File: src/rtl/muldiv_pkg.sv
// Shared encodings and helpers for the iterative multiply/divide unit.
// Operand magnitudes are formed at MAG_W+1 bits so the most negative value is exact.
package muldiv_pkg;

    localparam logic [2:0] OP_MULT  = 3'd0;
    localparam logic [2:0] OP_MULTU = 3'd1;
    localparam logic [2:0] OP_DIV   = 3'd2;
    localparam logic [2:0] OP_DIVU  = 3'd3;
    localparam logic [2:0] OP_MTHI  = 3'd4;
    localparam logic [2:0] OP_MTLO  = 3'd5;

    localparam int MAG_W = 64;

    typedef enum logic [1:0] {
        IDLE = 2'd0,
        RUN  = 2'd1,
        FIN  = 2'd2
    } state_e;

    function automatic logic [MAG_W:0] magnitude(input logic [MAG_W:0] value, input logic isSigned);
        logic [MAG_W:0] result;
        if (isSigned && value[MAG_W]) begin
            result = -value;
        end else begin
            result = value;
        end
        return result;
    endfunction

endpackage

File: src/rtl/muldiv_step.sv
// One iteration of the shared datapath: shift-add for multiply,
// trial-subtract/restore for divide, operating on the {accHi, accLo} pair.
module muldiv_step
    import muldiv_pkg::*;
#(
    parameter int WIDTH = 32
) (
    input  logic             isDiv,
    input  logic [WIDTH-1:0] accHi,
    input  logic [WIDTH-1:0] accLo,
    input  logic [WIDTH-1:0] operand,
    output logic [WIDTH-1:0] nextHi,
    output logic [WIDTH-1:0] nextLo
);

    logic [WIDTH:0]   addend_s;
    logic [WIDTH:0]   sum_s;
    logic [WIDTH:0]   shifted_s;
    logic [WIDTH-1:0] diff_s;
    logic             fits_s;

    // Single multiply or divide iteration selected by isDiv.
    always_comb begin
        addend_s  = accLo[0] ? {1'b0, operand} : {(WIDTH+1){1'b0}};
        sum_s     = {1'b0, accHi} + addend_s;
        // Partial remainder is always below the divisor, so the shifted value fits WIDTH+1 bits.
        shifted_s = {accHi, accLo[WIDTH-1]};
        diff_s    = WIDTH'(shifted_s - {1'b0, operand});
        fits_s    = (shifted_s >= {1'b0, operand});
        if (isDiv) begin
            nextHi = fits_s ? diff_s : shifted_s[WIDTH-1:0];
            nextLo = {accLo[WIDTH-2:0], fits_s};
        end else begin
            nextHi = sum_s[WIDTH:1];
            nextLo = {sum_s[0], accLo[WIDTH-1:1]};
        end
    end

endmodule

File: src/rtl/muldiv_unit.sv
// Iterative MULT/MULTU/DIV/DIVU unit with HI/LO registers for the EXE stage.
// Runs on operand magnitudes for WIDTH cycles and fixes signs when committing.
module muldiv_unit
    import muldiv_pkg::*;
#(
    parameter int WIDTH = 32
) (
    input  logic             clk,
    input  logic             rst,
    input  logic             start,
    input  logic [2:0]       op,
    input  logic [WIDTH-1:0] a,
    input  logic [WIDTH-1:0] b,
    input  logic             flush,
    output logic             busy,
    output logic             done,
    output logic             div_by_zero,
    output logic [WIDTH-1:0] hi,
    output logic [WIDTH-1:0] lo
);

    localparam int CNT_W = $clog2(WIDTH) + 1;

    state_e             state_r,    stateNext_s;
    logic [CNT_W-1:0]   cnt_r,      cntNext_s;
    logic [WIDTH-1:0]   accHi_r,    accHiNext_s;
    logic [WIDTH-1:0]   accLo_r,    accLoNext_s;
    logic [WIDTH-1:0]   operand_r,  operandNext_s;
    logic               isDiv_r,    isDivNext_s;
    logic               negA_r,     negANext_s;
    logic               negB_r,     negBNext_s;
    logic [WIDTH-1:0]   hi_r,       hiNext_s;
    logic [WIDTH-1:0]   lo_r,       loNext_s;
    logic               busy_r,     busyNext_s;
    logic               done_r,     doneNext_s;
    logic               dbz_r,      dbzNext_s;

    logic               signedOp_s;
    logic [WIDTH-1:0]   aMag_s;
    logic [WIDTH-1:0]   bMag_s;
    logic [WIDTH-1:0]   stepHi_s;
    logic [WIDTH-1:0]   stepLo_s;
    logic [2*WIDTH-1:0] rawProd_s;
    logic [2*WIDTH-1:0] product_s;
    logic [WIDTH-1:0]   quotient_s;
    logic [WIDTH-1:0]   remainder_s;

    assign busy        = busy_r;
    assign done        = done_r;
    assign div_by_zero = dbz_r;
    assign hi          = hi_r;
    assign lo          = lo_r;

    assign signedOp_s = (op == OP_MULT) || (op == OP_DIV);
    assign aMag_s = WIDTH'(magnitude({{(MAG_W+1-WIDTH){signedOp_s & a[WIDTH-1]}}, a}, signedOp_s));
    assign bMag_s = WIDTH'(magnitude({{(MAG_W+1-WIDTH){signedOp_s & b[WIDTH-1]}}, b}, signedOp_s));

    muldiv_step #(
        .WIDTH(WIDTH)
    ) u_step (
        .isDiv  (isDiv_r),
        .accHi  (accHi_r),
        .accLo  (accLo_r),
        .operand(operand_r),
        .nextHi (stepHi_s),
        .nextLo (stepLo_s)
    );

    // Sign fix-up on the final iteration; MIN / -1 wraps naturally to MIN with remainder 0.
    assign rawProd_s   = {stepHi_s, stepLo_s};
    assign product_s   = (negA_r ^ negB_r) ? -rawProd_s : rawProd_s;
    assign quotient_s  = (negA_r ^ negB_r) ? -stepLo_s : stepLo_s;
    assign remainder_s = negA_r ? -stepHi_s : stepHi_s;

    // Next-state and next-output logic for the IDLE/RUN/FIN controller.
    always_comb begin
        stateNext_s   = state_r;
        cntNext_s     = cnt_r;
        accHiNext_s   = accHi_r;
        accLoNext_s   = accLo_r;
        operandNext_s = operand_r;
        isDivNext_s   = isDiv_r;
        negANext_s    = negA_r;
        negBNext_s    = negB_r;
        hiNext_s      = hi_r;
        loNext_s      = lo_r;
        doneNext_s    = 1'b0;
        dbzNext_s     = 1'b0;
        case (state_r)
            IDLE, FIN: begin
                stateNext_s = IDLE;
                if (start && !flush) begin
                    case (op)
                        OP_MULT, OP_MULTU, OP_DIV, OP_DIVU: begin
                            if (op[1] && (b == {WIDTH{1'b0}})) begin
                                stateNext_s = FIN;
                                hiNext_s    = a;
                                loNext_s    = {WIDTH{1'b1}};
                                doneNext_s  = 1'b1;
                                dbzNext_s   = 1'b1;
                            end else begin
                                stateNext_s   = RUN;
                                cntNext_s     = CNT_W'(WIDTH);
                                accHiNext_s   = {WIDTH{1'b0}};
                                accLoNext_s   = aMag_s;
                                operandNext_s = bMag_s;
                                isDivNext_s   = op[1];
                                negANext_s    = signedOp_s & a[WIDTH-1];
                                negBNext_s    = signedOp_s & b[WIDTH-1];
                            end
                        end
                        OP_MTHI: hiNext_s = a;
                        OP_MTLO: loNext_s = a;
                        default: stateNext_s = IDLE;
                    endcase
                end else begin
                    stateNext_s = IDLE;
                end
            end
            RUN: begin
                if (flush) begin
                    stateNext_s = IDLE;
                end else begin
                    accHiNext_s = stepHi_s;
                    accLoNext_s = stepLo_s;
                    cntNext_s   = cnt_r - CNT_W'(1);
                    if (cnt_r == CNT_W'(1)) begin
                        stateNext_s = FIN;
                        doneNext_s  = 1'b1;
                        if (isDiv_r) begin
                            hiNext_s = remainder_s;
                            loNext_s = quotient_s;
                        end else begin
                            hiNext_s = product_s[2*WIDTH-1:WIDTH];
                            loNext_s = product_s[WIDTH-1:0];
                        end
                    end else begin
                        stateNext_s = RUN;
                    end
                end
            end
            default: stateNext_s = IDLE;
        endcase
        busyNext_s = (stateNext_s == RUN);
    end

    // State, datapath and output registers.
    always_ff @(posedge clk or negedge rst) begin
        if (!rst) begin
            state_r   <= IDLE;
            cnt_r     <= {CNT_W{1'b0}};
            accHi_r   <= {WIDTH{1'b0}};
            accLo_r   <= {WIDTH{1'b0}};
            operand_r <= {WIDTH{1'b0}};
            isDiv_r   <= 1'b0;
            negA_r    <= 1'b0;
            negB_r    <= 1'b0;
            hi_r      <= {WIDTH{1'b0}};
            lo_r      <= {WIDTH{1'b0}};
            busy_r    <= 1'b0;
            done_r    <= 1'b0;
            dbz_r     <= 1'b0;
        end else begin
            state_r   <= stateNext_s;
            cnt_r     <= cntNext_s;
            accHi_r   <= accHiNext_s;
            accLo_r   <= accLoNext_s;
            operand_r <= operandNext_s;
            isDiv_r   <= isDivNext_s;
            negA_r    <= negANext_s;
            negB_r    <= negBNext_s;
            hi_r      <= hiNext_s;
            lo_r      <= loNext_s;
            busy_r    <= busyNext_s;
            done_r    <= doneNext_s;
            dbz_r     <= dbzNext_s;
        end
    end

endmodule
File: config.mk
export PLATFORM = sky130hd
export DESIGN_NAME = muldiv_unit
export DESIGN_NICKNAME = d
export VERILOG_FILES = /design/src/rtl/muldiv_pkg.sv /design/src/rtl/muldiv_step.sv /design/src/rtl/muldiv_unit.sv
export SDC_FILE = /design/constraint.sdc
export NUM_CORES = 1
export LEC_CHECK = 0
export ABC_CLOCK_PERIOD_IN_PS = 8600
export CAP_MARGIN = 20
export CORE_AREA = 8 8 169 202
export CTS_BUF_LIST = sky130_fd_sc_hd__clkbuf_16
export DETAILED_ROUTE_END_ITERATION = 10
export DIE_AREA = 0 0 177 210
export PLACE_DENSITY = 0.79
export REMOVE_ABC_BUFFERS = 1
export SYNTH_ARGS = -nofsm -noshare
export SYNTH_HDL_FRONTEND = slang
export SYNTH_HIERARCHICAL = 1
export SYNTH_SLANG_ARGS = --single-unit
File: constraint.sdc
create_clock -name clk -period 8.6 [get_ports clk]
set_input_delay 1.29 -clock clk [delete_from_list [all_inputs] [get_ports clk]]
set_output_delay 1.29 -clock clk [all_outputs]
set_load 0.03 [all_outputs]
==> results.py <==
metrics = {
    "timing": {
        "setup_viol": 0,
        "hold_viol": 0,
        "fin_setup_tns_ps": 0,
        "worstMarginPinSlew_ps": 1040,
        "maxSlewViolCount": 0,
        "rsz0062_at_grt": "false",
        "max_freq_mhz": 163,
        "fin_ws_ps": 2460,
        "whs_ps": 481,
        "maxSlewHeadroom": 0.299,
        "clock_skew_ps": 14.0,
        "fin_crit_ps": 6140,
        "period_share": 0.714,
    },
    "floorplan": {
        "rows": 71,
        "core_mm2": 0.0310,
        "initial_utilization": 0.490,
        "dieArea_mm2": 0.0372,
        "io_pins": 138,
        "die_h_um": 210,
        "die_x_um": 177,
    },
    "drt": {
        "first_pass_iters": 5,
        "routed_wl_um": 51600,
        "wl_per_cell_um": 21.0,
        "drc": 0,
        "drt_first_iter_violations": 1387,
        "drt-vias-per-instance": 6.23,
        "ant_nets": 0,
        "vias": 15300,
    },
    "logic_synthesis": {
        "synth_flop_cell": "dfrtp_1",
        "syn_area_per_cell_um2": 7.76,
        "ys_warn_count": 6,
        "ys_ff_latch": 173,
        "yosysSeqAreaShare": 0.285,
        "ys_async_sr_fraction": 1.00,
        "synth_edf_count": 0,
        "yosysUniqueCellTypes": 87,
        "postSynthCellCount": 1959,
        "syn_area_mm2": 0.0152,
    },
    "critical_path": {
        "path_buf_inv": 2,
        "crit_slowest_cell": "a21bo_1",
        "crit_path_frequent_cell": "o21ai_1",
        "r2r_cells": 18,
        "crit_required_ps": 8900,
        "crit_chain": "inv_1 > ha_1 > a21oi_1 > o21ai_1 > a221oi_2 > o21ai_1 > a2111oi_2 > a21bo_1 > nand2_1 > o21ai_0 > nor4_1 > nand3b_1 > buf_4 > nor3_2 > a31oi_1 > o41ai_2 > xor2_1 > o221ai_1",
        "cpPeakStageDelay_ps": 610,
        "arrival_ps": 6440,
        "cp_max_fo": 30,
        "worstSetupPathType": "reg -> reg",
        "cp-start-kind": "flip-flop",
        "critPathTopFamily": "compound AO/OA/AOI/OAI gates",
        "endpoint_kind": "flip-flop",
        "path_depth": 18,
    },
    "min_path": {
        "whs_path_depth": 2,
        "hp-class": "reg -> reg",
    },
    "final_layout": {
        "drive_gt1_frac": 0.0745,
        "diodes": 0,
        "nNetsFinal": 2185,
        "final_cells": 2455,
        "area_growth_pct": 15.0,
    },
    "global_route": {
        "grt_max_degree": 84,
        "grt_pass1_vias": 15300,
        "antenna_found_initial": 0,
        "gr-usage-all-layers": 0.273,
        "grt_pass1_wl_um": 81700,
        "globalRouteOverflowTotal": 0,
    },
    "clock_tree": {
        "post_cts_buffers": 0,
        "cts-resized-gates": 0,
        "htree_levels": 4,
        "tritoncts": "yes",
        "cts_made_buffers": 17,
        "path_clk_slew_ps": 70,
        "hold_buffers": 0,
        "cts_buffer_depth": 2,
        "root_buffer": "clkbuf_16",
        "clock-sinks": 173,
        "insertion_delay_ps": 450,
    },
    "place": {
        "hpwl_um": 38800,
        "routabilityCongestion": 0.947,
        "dp.cells": 2423,
        "portBuffers": 137,
        "place_ws_ps": 2580,
    },
    "run": {
        "drv_cap": 0,
    },
    "pwr": {
        "vdd_drop_max_mv": 0.189,
        "power_density_mw_per_mm2": 363,
        "leakage_nw": 7.29,
    },
    "run_status": {
        "status": "complete, no violations",
    },
}
==> worst min-delay path: stages, from the launching register on <==
cell     delay, ps
dfrtp_1        340
nand2_1         40
o21ai_0         60
==> layout make-up <==
cell class                 count  area [um^2]
multi-input combinational   1600        10200
clock inverter                14         96.3
inverter                      78          293
fill                        2861        13500
timing repair buffer         172         1660
tap                          401          502
sequential                   173         4330
clock buffer                  17          425
==> where the power goes <==
group	switching (mW)	internal (mW)	leakage [nW]	total (mW)
Sequential	0.278	1.12	2.12	1.39
Combinational	2.62	1.59	4.93	4.21
Clock	0.362	0.367	0.245	0.729
Total	3.26	3.08	7.29	6.34
==> cells by family (layout without fill, tap and decap cells) <==
family                     Yosys count  count (layout)  synth area share
AOI/OAI and AO/OA                  625             625             0.253
DFF                                173             173             0.285
xor gates and xnor gates           160             160            0.0922
adders and majority gates           72              72            0.0603
muxes                               58              58            0.0414
and+or+nand+nor                    685             685             0.220
buffers and inverters              186             281            0.0487
==> state kept, by name, summed over array words and instances, names as in the netlist, 6 cells and up <==
name,count
accHi_r,32
accLo_r,32
hi,32
lo,32
operand_r,32
cnt_r,6
==> layout by cell type, fill, tap and decap left out, types with 6 or more instances in the layout <==
cell / n
clkdlybuf4s50_1: 136
o221ai_1: 9
o21ai_1: 29
nor3b_1: 8
nor3_1: 30
a21oi_1: 181
nor2_1: 173
nor2b_1: 6
o211ai_1: 18
o21a_1: 15
and4_1: 6
nand3_1: 20
or2_2: 11
clkbuf_16: 17
and2_1: 39
ha_1: 70
buf_4: 34
o21ai_0: 174
inv_1: 78
o21bai_1: 9
mux2_2: 39
a21o_1: 21
or4_1: 14
o41ai_1: 11
mux2i_1: 19
or3_1: 21
and3_1: 10
dfrtp_1: 172
a211oi_1: 12
xnor2_1: 81
a31oi_1: 29
nand4_1: 15
nand2b_1: 11
xor2_1: 78
a21boi_0: 6
nand2_1: 254
o31ai_1: 24
o22ai_1: 38
nor4_1: 31
==> Yosys cell counts, types with 21 or more instances <==
| library cell | number | area, um^2 |
|---|---|---|
| nand2_1 | 254 | 953 |
| or3_1 | 21 | 131 |
| mux2_2 | 39 | 439 |
| o31ai_1 | 24 | 180 |
| clkbuf_1 | 83 | 312 |
| xnor2_1 | 81 | 709 |
| nor2_1 | 175 | 657 |
| o21ai_1 | 31 | 155 |
| a31oi_1 | 29 | 181 |
| a21oi_1 | 181 | 906 |
| ha_1 | 70 | 876 |
| and2_1 | 39 | 244 |
| dfrtp_1 | 173 | 4330 |
| inv_1 | 78 | 293 |
| nor4_1 | 31 | 194 |
| nor3_1 | 30 | 150 |
| o21ai_0 | 174 | 871 |
| a21o_1 | 21 | 158 |
| xor2_1 | 79 | 692 |
| o22ai_1 | 38 | 238 |
==> path summary, 6_finish.rpt <==
kind,from,end,slack [ps]
setup reg to reg,operand_r[24],hi[25],2460
hold / removal,lo[16],lo[16],480
hold reg to reg,lo[16],lo[16],480
setup / recovery,operand_r[24],hi[25],2460
min in group asynchronous,rst,hi[7],750
max in group asynchronous,rst,accHi_r[19],6570
==> metal layers <==
layer | up-vias | routed length [um] | global-route usage
li1 | 7194 | - | -
met1 | 7341 | 20400 | 0.328
met2 | 607 | 25400 | 0.463
met3 | 150 | 3020 | 0.0351
met4 | 0 | 2800 | 0.161
met5 | - | 0 | 0
==> stage by stage <==
stage,area [um^2],utilization,power [mW]
final,17500,0.564,6.34
after global routing,17500,0.564,6.76
after CTS,17400,0.563,6.27
after detailed placement,16900,0.546,5.53
after global placement,16900,0.546,5.48
after floorplan,14700,-,4.15
No activity file was read; power rests on OpenSTA's default activity.
